==> config.mk <==
export PLATFORM = sky130hd
export DESIGN_NAME = change_dispenser
export DESIGN_NICKNAME = d
export VERILOG_FILES = /design/src/rtl/vm_pkg.sv /design/src/rtl/ack_timer.sv /design/src/rtl/change_dispenser.sv
export SDC_FILE = /design/constraint.sdc
export NUM_CORES = 1
export LEC_CHECK = 0
export CORE_MARGIN = 8
export CORE_UTILIZATION = 29
export CTS_CLUSTER_SIZE = 30
export DETAILED_ROUTE_END_ITERATION = 16
export HOLD_SLACK_MARGIN = 0.12
export SLEW_MARGIN = 20
export SYNTH_ARGS = -nofsm -noshare
export SYNTH_HDL_FRONTEND = slang
export SYNTH_SLANG_ARGS = --single-unit
==> constraint.sdc <==
create_clock -name clk_i -period 2.5 [get_ports clk_i]
set_clock_uncertainty 0.15 [all_clocks]
set_input_delay 0.25 -clock clk_i [delete_from_list [all_inputs] [get_ports clk_i]]
set_output_delay 0.25 -clock clk_i [all_outputs]
set_load 0.1 [all_outputs]
==> src/rtl/vm_pkg.sv <==
// rtl/vm_pkg.sv - shared types and constants for the change dispenser
package vm_pkg;

    // Change code: 0..4 select 0/5/10/15/20 cents in nickel units; 5..7 illegal.
    typedef logic [2:0] change_code_t;

    localparam logic [4:0]   NICKEL   = 5'd5;
    localparam logic [4:0]   DIME     = 5'd10;
    localparam change_code_t MAX_CODE = 3'd4;

    typedef enum logic [2:0] {
        ST_IDLE,
        ST_EJECT,
        ST_GAP,
        ST_DONE,
        ST_ERROR
    } state_e;

    function automatic logic is_legal(input change_code_t code);
        return code <= MAX_CODE;
    endfunction

endpackage

==> src/rtl/ack_timer.sv <==
// rtl/ack_timer.sv - per-coin acknowledge wait counter
//
// Ports:
//   clk_i      clock
//   rst_ni     synchronous active-low reset
//   clear_i    force count to zero (priority over enable)
//   enable_i   count one waited cycle
//   expired_o  high during the ACK_TIMEOUT-th waited cycle and after
module ack_timer #(
    parameter int ACK_TIMEOUT = 15
) (
    input  logic clk_i,
    input  logic rst_ni,
    input  logic clear_i,
    input  logic enable_i,
    output logic expired_o
);

    localparam int CW = $clog2(ACK_TIMEOUT + 1);

    logic [CW-1:0] count_q;
    logic [CW-1:0] count_d;

    // The count holds the number of cycles already waited, so the current
    // cycle is the last allowed one when count reaches ACK_TIMEOUT-1.
    assign expired_o = (count_q >= CW'(ACK_TIMEOUT - 1));

    always_comb begin
        count_d = count_q;
        if (clear_i) begin
            count_d = '0;
        end else if (enable_i && !expired_o) begin
            count_d = count_q + 1'b1;
        end
    end

    always_ff @(posedge clk_i) begin
        if (!rst_ni) begin
            count_q <= '0;
        end else begin
            count_q <= count_d;
        end
    end

endmodule

==> src/rtl/change_dispenser.sv <==
// rtl/change_dispenser.sv - greedy dime/nickel change dispenser FSM
//
// Ports:
//   clk_i           clock
//   rst_ni          synchronous active-low reset
//   req_i           one-cycle dispense request
//   change_i        change code sampled with req_i
//   coin_ack_i      coin mechanism acknowledge, one per ejected coin
//   eject_dime_o    dime ejector, held until acknowledged
//   eject_nickel_o  nickel ejector, held until acknowledged
//   busy_o          transaction in progress
//   done_o          one-cycle normal completion pulse
//   err_o           one-cycle illegal-code / timeout pulse
//   paid_o          cents ejected in the current/last transaction
module change_dispenser
    import vm_pkg::*;
#(
    parameter int ACK_TIMEOUT = 15
) (
    input  logic               clk_i,
    input  logic               rst_ni,
    input  logic               req_i,
    input  logic [2:0]         change_i,
    input  logic               coin_ack_i,
    output logic               eject_dime_o,
    output logic               eject_nickel_o,
    output logic               busy_o,
    output logic               done_o,
    output logic               err_o,
    output logic [4:0]         paid_o
);

    state_e     state_q, state_d;
    logic [2:0] remaining_q, remaining_d;
    logic [4:0] paid_q, paid_d;
    logic       dime_sel;
    logic       timer_clear;
    logic       timer_enable;
    logic       timer_expired;

    // Greedy selection: a dime whenever at least two nickels remain.
    assign dime_sel = (remaining_q >= 3'd2);

    // The timer sits at zero whenever we are outside EJECT, so each coin
    // starts its wait from zero.
    assign timer_clear  = (state_q != ST_EJECT);
    assign timer_enable = (state_q == ST_EJECT) && !coin_ack_i;

    ack_timer #(
        .ACK_TIMEOUT(ACK_TIMEOUT)
    ) u_ack_timer (
        .clk_i     (clk_i),
        .rst_ni    (rst_ni),
        .clear_i   (timer_clear),
        .enable_i  (timer_enable),
        .expired_o (timer_expired)
    );

    always_comb begin
        state_d     = state_q;
        remaining_d = remaining_q;
        paid_d      = paid_q;
        case (state_q)
            ST_IDLE: begin
                if (req_i) begin
                    paid_d = '0;
                    if (is_legal(change_i)) begin
                        remaining_d = change_i;
                        state_d     = (change_i != 3'd0) ? ST_EJECT : ST_DONE;
                    end else begin
                        remaining_d = '0;
                        state_d     = ST_ERROR;
                    end
                end
            end
            ST_EJECT: begin
                // Ack is checked first so an ack on the last allowed cycle wins.
                if (coin_ack_i) begin
                    if (dime_sel) begin
                        remaining_d = remaining_q - 3'd2;
                        paid_d      = paid_q + DIME;
                    end else begin
                        remaining_d = remaining_q - 3'd1;
                        paid_d      = paid_q + NICKEL;
                    end
                    state_d = ST_GAP;
                end else if (timer_expired) begin
                    state_d = ST_ERROR;
                end
            end
            ST_GAP: begin
                state_d = (remaining_q != 3'd0) ? ST_EJECT : ST_DONE;
            end
            ST_DONE: begin
                state_d = ST_IDLE;
            end
            ST_ERROR: begin
                remaining_d = '0;
                state_d     = ST_IDLE;
            end
            default: begin
                state_d = ST_IDLE;
            end
        endcase
    end

    always_ff @(posedge clk_i) begin
        if (!rst_ni) begin
            state_q     <= ST_IDLE;
            remaining_q <= '0;
            paid_q      <= '0;
        end else begin
            state_q     <= state_d;
            remaining_q <= remaining_d;
            paid_q      <= paid_d;
        end
    end

    assign eject_dime_o   = (state_q == ST_EJECT) && dime_sel;
    assign eject_nickel_o = (state_q == ST_EJECT) && !dime_sel;
    assign busy_o         = (state_q != ST_IDLE);
    assign done_o         = (state_q == ST_DONE);
    assign err_o          = (state_q == ST_ERROR);
    assign paid_o         = paid_q;

endmodule

==> flow_summary.yaml, run 1 <==
run_status:
  outcome: "complete, no violations"
global_route:
  grt_pass1_wl_um: 4190
  antenna_found_initial: 0
  globalRouteOverflowTotal: 0
  grt_pass1_vias: 919
  grtUsageTotal_pct: 9.41
  grt_max_degree: 14
cts:
  post-cts-setup-buffers: 0
  path_clk_slew_ns: 0.10
  cts_htree_levels: 1
  hold_buffers: 0
  cts_tree: "done"
  max-clock-path-buffers: 2
  insertion_delay_ns: 0.28
  cts_root_buf: "clkbuf_4"
  numCtsBuffers: 3
  cts.sinks: 15
  ctsResizeCount: 0
routing:
  route.vias.total: 981
  drt_iter0_drc: 112
  routedWlPerCell_um: 13.5
  drc: 0
  dr.pass1.iters: 4
  vias_per_cell: 5.22
  wirelength_um: 2540
  ant_nets: 0
die:
  initial_core_util_pct: 30.4
  num_rows: 21
  die_w_um: 75.1
  coreArea_um2: 3340
  dieArea_um2: 5640
  die_h_um: 75.1
  top_level_ports: 17
cells_and_area:
  final_common_cell: "dfxtp_1"
  drive_gt1_share_pct: 15.5
  mostFrequentLayoutCells: "15 x dfxtp_1, 12 x nor2_1, 12 x a21oi_1"
  final_nets: 159
  fillers: 347
  area_growth_syn_to_layout_pct: 23.1
  n_antenna_cell: 0
power:
  pwr-share-seq_pct: 38.4
  internal_power_w: 0.000412
  power_density_nw_per_um2: 577
  swShare_pct: 42.7
  p_switching_w: 0.000308
  ir_drop_mv: 0.154
  clkPwrFrac_pct: 20.1
  p_comb_share_pct: 41.5
  p_leak_nw: 0.480
synth:
  synth_edf_count: 0
  postSynthCellCount: 127
  syn_area_per_cell_um2: 7.98
  synth.yosys.seq_area_share_pct: 29.6
  ys_warn_count: 0
  ys_types: 43
  synth_ff_type: "dfxtp_1"
  synth_area_um2: 1010
  synth_nets: 143
  synth_seq_cells: 15
  async_reset_ff_share_pct: 0
timing:
  slew-limit-headroom_pct: 56.7
  grt_setup_unrepaired: "no"
  tightest_slew_ns: 0.647
  fin_setup_tns_ns: 0
  final-hold-violation-count: 0
  fin_crit_ns: 2.29
  post-route-period-util_pct: 91.7
  fmax_mhz: 436
  setup_viol: 0
  drv_slew: 0
  whs_ns: 0.348
flow_run:
  drv_cap: 0
worst_setup_path:
  crit_path_end_kind: "primary output"
  cp_max_fo: 12
  critPathLaunchType: "flop"
  worstSetupPathType: "reg -> out"
  crit_start: "state_q[0]"
  cp.arrival_ns: 1.89
  required_ns: 2.10
  reg2reg_from: "remaining_q[2]"
placed_design:
  hpwl_um: 1970
  gp_congestion: 0.827
  io_buffers: 16
hold_path:
  hp-class: "reg -> reg"
  hp-start: "u_ack_timer.count_q[3]"
[per-stage QoR]
stage               setup WS, ns  total power [W]  util, %  cell area, um^2  instances
global route              0.0893         0.000771     37.4             1250        188
CTS                        0.210         0.000729     37.4             1250        188
detailed placement         0.385         0.000581     36.5             1220        184
finish                     0.207         0.000720     37.4             1250        188
floorplan                  0.126         0.000506        -             1030        127
global placement           0.495         0.000574     36.5             1220        184
[synthesized netlist by cell type, types with 4 or more instances]
cell type | number | share of area [%]
a21oi_1 | 13 | 6.4
inv_1 | 10 | 3.7
nor3_1 | 5 | 2.5
nand2_1 | 6 | 2.2
dfxtp_1 | 15 | 30
nor2_1 | 12 | 4.4
a31oi_1 | 4 | 2.5
o21ai_0 | 6 | 3.0
ha_1 | 9 | 11
[power by group through the flow]
stage / Clock [W] / Sequential [W] / Combinational [W]
after floorplan: 0 / 0.000301 / 0.000205
after global placement: 0 / 0.000281 / 0.000294
after detailed placement: 0 / 0.000282 / 0.000299
after CTS: 0.000153 / 0.000276 / 0.000300
after global routing: 0.000164 / 0.000280 / 0.000327
final: 0.000144 / 0.000277 / 0.000299
[area by class of cell]
cell class	instances	area, um^2	share of cell area (%)
flip-flops and latches	15	300	24.1
clock buffers	3	22.5	1.81
clock inverters	1	7.51	0.602
well taps	46	57.6	4.61
multi-input cells	96	658	52.8
repair buffers	16	160	12.8
inverters	11	41.3	3.31
[worst paths after layout]
kind,to,slack (ns),depth (start not counted)
worst min-delay path,u_ack_timer.count_q[3],0.35,2
worst min register to register,u_ack_timer.count_q[3],0.35,2
worst max-delay path,eject_nickel_o,0.21,3
worst max register to register,paid_o[3],0.39,6
[state kept, by name, indices dropped and copies added, names as in the netlist]
register / flops
u_ack_timer.count_q: 4
remaining_q: 3
state_q: 3
paid_o: 5
[per-layer routing]
metal | routed length (um) | global-route usage, % | up-vias
li1 | - | - | 491
met5 | 0 | 0 | -
met2 | 1180 | 15.0 | 19
met1 | 1190 | 12.0 | 469
met4 | 29 | 3.48 | 0
met3 | 142 | 2.13 | 2
[worst max-delay path, cell delays in order (launching register included)]
cell     delay (ns)
dfxtp_1        0.55
or3b_1         0.55
nor3_4         0.30
buf_12         0.21
[kinds of logic (layout without fill, tap and decap cells)]
logic type / count (synthesis) / in the layout / share of synthesized area [%]
buffers and inverters: 16 / 31 / 6.91
and+or+nand+nor: 44 / 44 / 23.8
DFF: 15 / 15 / 29.6
muxes: 2 / 2 / 2.22
xor gates and xnor gates: 3 / 3 / 2.59
AOI/OAI and AO/OA: 38 / 38 / 23.7
adders and majority gates: 9 / 9 / 11.1
(Power assumes the default switching activity.)
==> run 2: changes to the inputs <==
--- a/config.mk
+++ b/config.mk
@@ -14,3 +14,4 @@
 export SYNTH_ARGS = -nofsm -noshare
 export SYNTH_HDL_FRONTEND = slang
 export SYNTH_SLANG_ARGS = --single-unit
+export TNS_END_PERCENT = 10
==> constraint.sdc (replaced) <==
create_clock -name clk_i -period 2.5 [get_ports clk_i]
set_clock_uncertainty 0.15 [all_clocks]
set_input_delay 0.5 -clock clk_i [delete_from_list [all_inputs] [get_ports clk_i]]
set_output_delay 0.5 -clock clk_i [all_outputs]
set_load 0.1 [all_outputs]
==> run 2 against run 1 <==
  * Cell area rose by 5.8%
  * Worst setup slack worse by 0.060 ns
  * First-iteration DRC count is 70% lower
  * Sequential power is 3% lower
  * Flip-flop and latch count is the same
  * Non-clock buffer count rose by 5
  * Combinational power is 10% higher
  * Routed wire length is 1.9% higher
  * Power up 3.4%
  * Final cell count rose by 2.7%
  * Count of clock-buffer cells in the layout increased by 1
  * Highest routed layer unchanged
==> flow_summary.yaml, run 2 (synthesis results as in run 1) <==
power:
  ir_drop_mv: 0.182
  p_switching_w: 0.000310
  swShare_pct: 41.6
  power_density_nw_per_um2: 564
  pwr-share-seq_pct: 36.3
  p_comb_share_pct: 44.4
  internal_power_w: 0.000435
  p_leak_nw: 0.517
  clkPwrFrac_pct: 19.3
timing:
  fin_crit_ns: 2.35
  drv_slew: 0
  fin_setup_tns_ns: 0
  whs_ns: 0.334
  final-hold-violation-count: 0
  setup_viol: 0
  setup_ws_ns: 0.147
  fmax_mhz: 425
  grt_setup_unrepaired: "no"
  post-route-period-util_pct: 94.1
  tightest_slew_ns: 0.489
  slew-limit-headroom_pct: 66.6
routing:
  drt_iter0_drc: 34
  wirelength_um: 2590
  vias_per_cell: 5.22
  route.vias.total: 1008
  ant_nets: 0
  drc: 0
  dr.pass1.iters: 4
  routedWlPerCell_um: 13.4
cells_and_area:
  final_nets: 164
  drive_gt1_share_pct: 18.4
  largest_reg_flops: 5
  area_growth_syn_to_layout_pct: 30.2
  fin_cells: 193
  n_antenna_cell: 0
  mostFrequentLayoutCells: "15 x dfxtp_1, 13 x a21oi_1, 12 x nor2_1"
  final_common_cell: "dfxtp_1"
cts:
  cts_root_buf: "clkbuf_4"
  post-cts-setup-buffers: 0
  numCtsBuffers: 3
  hold_buffers: 0
  cts.sinks: 15
  insertion_delay_ns: 0.28
  cts_tree: "done"
  path_clk_slew_ns: 0.09
  max-clock-path-buffers: 2
  cts_htree_levels: 1
worst_setup_path:
  crit_path_cell_trace: "or3b_4 > a21oi_1 > buf_12"
  slowest_stage: "or3b_4"
  worstSetupPathType: "reg -> out"
  cp_max_fo: 9
  crit_path_end_kind: "primary output"
  critPathLaunchType: "flop"
  required_ns: 1.85
  cp.arrival_ns: 1.70
  cp_top_family: "simple AND/OR/NAND/NOR gates"
  ff2ff_path_depth: 6
  worstPathBufferInverterCount: 1
  cpPeakStageDelay_ns: 0.50
  cp_num_cells: 3
global_route:
  grt_max_degree: 13
  grtUsageTotal_pct: 10.1
  grt_pass1_wl_um: 4390
  grt_pass1_vias: 1031
  antenna_found_initial: 0
  globalRouteOverflowTotal: 0
die:
  dieArea_um2: 5640
  num_rows: 21
  initial_core_util_pct: 30.4
  top_level_ports: 17
  coreArea_um2: 3340
  die_w_um: 75.1
  die_h_um: 75.1
placed_design:
  pre_cts_ws_ns: 0.246
  hpwl_um: 2020
  place_inst: 189
  io_buffers: 16
  gp_congestion: 0.847
run_status:
  outcome: "complete, no violations"
flow_run:
  drv_cap: 0
hold_path:
  hp-class: "reg -> reg"
  whs_path_depth: 2
-- run 2: area by class of cell --
type	count	area (um^2)
fill	365	2020
multi-input combinational	96	659
sequential	15	300
timing repair buffer	21	235
tap	46	57.6
inverter	11	41.3
clock buffer	4	26.3
-- run 2: worst reg2reg max path: stages, from the launching register on --
cell and delay [ns]:
dfxtp_1 0.34, inv_1 0.10, ha_2 0.28, inv_1 0.15
a2111oi_0 0.51, a211oi_1 0.10, mux2_2 0.29
-- run 2: power groups by stage --
| stage | Clock (W) | Sequential, W | Combinational (W) |
|---|---|---|---|
| 2_1_floorplan | 0 | 0.000301 | 0.000200 |
| 3_3_place_gp | 0 | 0.000275 | 0.000316 |
| 3_5_place_dp | 0 | 0.000276 | 0.000322 |
| 4_1_cts | 0.000155 | 0.000271 | 0.000327 |
| 5_1_grt | 0.000166 | 0.000274 | 0.000358 |
| 6_report | 0.000144 | 0.000270 | 0.000330 |
-- run 2: through the flow --
stage                     utilization (%)  instance area, um^2  total power [W]
after floorplan                         -                 1020         0.000501
after global placement               38.4                 1280         0.000591
after detailed placement             38.4                 1280         0.000598
after CTS                            39.4                 1320         0.000752
after global routing                 39.6                 1320         0.000798
final                                39.6                 1320         0.000745
-- run 2: layer usage --
layer | GRT usage (%) | vias up | routed length (um)
li1 | - | 503 | -
met1 | 11.0 | 461 | 1160
met2 | 17.4 | 38 | 1220
met3 | 2.00 | 6 | 147
met4 | 6.30 | 0 | 53
met5 | 0 | - | 0
-- run 2: worst paths after layout --
check	to	startpoint	slack, ns
setup / recovery	eject_dime_o	state_q[2]	0.15
hold / removal	u_ack_timer.count_q[3]	u_ack_timer.count_q[3]	0.33
setup reg to reg	paid_o[3]	remaining_q[1]	0.46
hold reg to reg	u_ack_timer.count_q[3]	u_ack_timer.count_q[3]	0.33
-- run 2: what timing repair did --
item	in CTS	in global routing
pin swaps	0	0
gates resized for setup	1	2
endpoints found under the setup margin	1	2
==> run 3: changes to the inputs <==
--- a/config.mk
+++ b/config.mk
@@ -10,6 +10,7 @@
 export CTS_CLUSTER_SIZE = 30
 export DETAILED_ROUTE_END_ITERATION = 16
 export HOLD_SLACK_MARGIN = 0.12
+export MAX_ROUTING_LAYER = met4
 export SLEW_MARGIN = 20
 export SYNTH_ARGS = -nofsm -noshare
 export SYNTH_HDL_FRONTEND = slang
==> run 3 against run 2 <==
  * Worst setup slack hardly changed
  * Utilization did not move
  * Critical endpoint unchanged
  * Clock power hardly changed
  * Cell area did not move
  * Largest power group unchanged
==> flow_summary.yaml, run 3 (synthesis results as in run 1) <==
run_status:
  outcome: "complete, no violations"
timing:
  post-route-period-util_pct: 94.1
  fin_crit_ns: 2.35
  grt_setup_unrepaired: "no"
  setup_viol: 0
  final-hold-violation-count: 0
  tightest_slew_ns: 0.491
  drv_slew: 0
  slew-limit-headroom_pct: 66.4
  fmax_mhz: 425
routing:
  wirelength_um: 2580
  dr.pass1.iters: 4
  routedWlPerCell_um: 13.4
  route.vias.total: 1007
  drc: 0
  drt_iter0_drc: 41
  ant_nets: 0
  vias_per_cell: 5.22
cts:
  numCtsBuffers: 3
  insertion_delay_ns: 0.28
  cts_tree: "done"
  cts_htree_levels: 1
  cts_root_buf: "clkbuf_4"
  max-clock-path-buffers: 2
  path_clk_slew_ns: 0.09
  cts.sinks: 15
  hold_buffers: 0
power:
  power_density_nw_per_um2: 564
  ir_drop_mv: 0.182
  p_leak_nw: 0.517
worst_setup_path:
  reg2reg_from: "remaining_q[1]"
  worstPathBufferInverterCount: 1
  required_ns: 1.85
  crit_path_end_kind: "primary output"
  critPathLaunchType: "flop"
  crit_start: "state_q[2]"
  slowest_stage: "or3b_4"
  cp_top_family: "simple AND/OR/NAND/NOR gates"
  crit_path_cell_trace: "or3b_4 > a21oi_1 > buf_12"
  cp_max_fo: 9
  worstSetupPathType: "reg -> out"
  cp.arrival_ns: 1.70
  cpPeakStageDelay_ns: 0.50
global_route:
  grtUsageTotal_pct: 10.4
  grt_pass1_vias: 1031
  antenna_found_initial: 0
  globalRouteOverflowTotal: 0
  grt_max_degree: 13
  grt_pass1_wl_um: 4400
die:
  die_h_um: 75.1
  initial_core_util_pct: 30.4
  num_rows: 21
  dieArea_um2: 5640
  die_w_um: 75.1
  top_level_ports: 17
  coreArea_um2: 3340
cells_and_area:
  drive_gt1_share_pct: 18.4
  fin_cells: 193
  area_growth_syn_to_layout_pct: 30.2
  mostFrequentLayoutCells: "15 x dfxtp_1, 13 x a21oi_1, 12 x nor2_1"
  final_common_cell: "dfxtp_1"
  largest_reg_flops: 5
  fin_util_pct: 39.6
  n_antenna_cell: 0
  final_nets: 164
placed_design:
  place_inst: 189
  io_buffers: 16
  gp_congestion: 0.861
  hpwl_um: 2020
hold_path:
  hp-class: "reg -> reg"
  hp-start: "u_ack_timer.count_q[3]"
flow_run:
  drv_cap: 0
-- run 3: final cells by class --
cell class / instances / area (um^2)
fillers: 365 / 2020
clock buffers: 4 / 26.3
inverters: 11 / 41.3
repair buffers: 21 / 235
multi-input cells: 96 / 659
flip-flops and latches: 15 / 300
well taps: 46 / 57.6
-- run 3: worst paths after layout --
| path | depth (start not counted) | slack [ns] | end |
|---|---|---|---|
| min | 2 | 0.33 | u_ack_timer.count_q[3] |
| max reg2reg | 6 | 0.46 | paid_o[3] |
| max | 3 | 0.15 | eject_dime_o |
| min reg2reg | 2 | 0.33 | u_ack_timer.count_q[3] |
-- run 3: per-stage QoR --
step	power (W)	instance area (um^2)	hold WS (ns)	setup TNS [ns]	setup slack [ns]
4_1_cts	0.000752	1320	0.344	0	0.00820
3_5_place_dp	0.000598	1280	0.322	0	0.246
2_1_floorplan	0.000501	1020	0.291	-2.23	-0.573
5_1_grt	0.000798	1320	0.407	0	0.0659
3_3_place_gp	0.000591	1280	0.315	0	0.307
6_report	0.000745	1320	0.335	0	0.147
-- run 3: what timing repair did --
action                                  CTS  global route
endpoints found under the setup margin    1             2
resized for setup                         1             2
setup buffers                             0             0
-- run 3: where the power goes --
group          internal [W]  switching (W)
clock network     0.0000619      0.0000818
logic              0.000119       0.000212
registers          0.000254      0.0000163
total              0.000435       0.000310
-- run 3: metal layers --
metal  vias up  share of wire, %  track usage (%)
met5         -                 0                -
met4         0               2.0             6.30
met3         6               5.6             2.00
met2        36                47             17.4
met1       462                45             11.0
li1        503                 -                -
-- run 3: worst reg2reg max path: stages (launching register included) --
cell and delay [ns]:
dfxtp_1 0.34, inv_1 0.10, ha_2 0.28, inv_1 0.15, a2111oi_0 0.51, a211oi_1 0.10, mux2_2 0.29
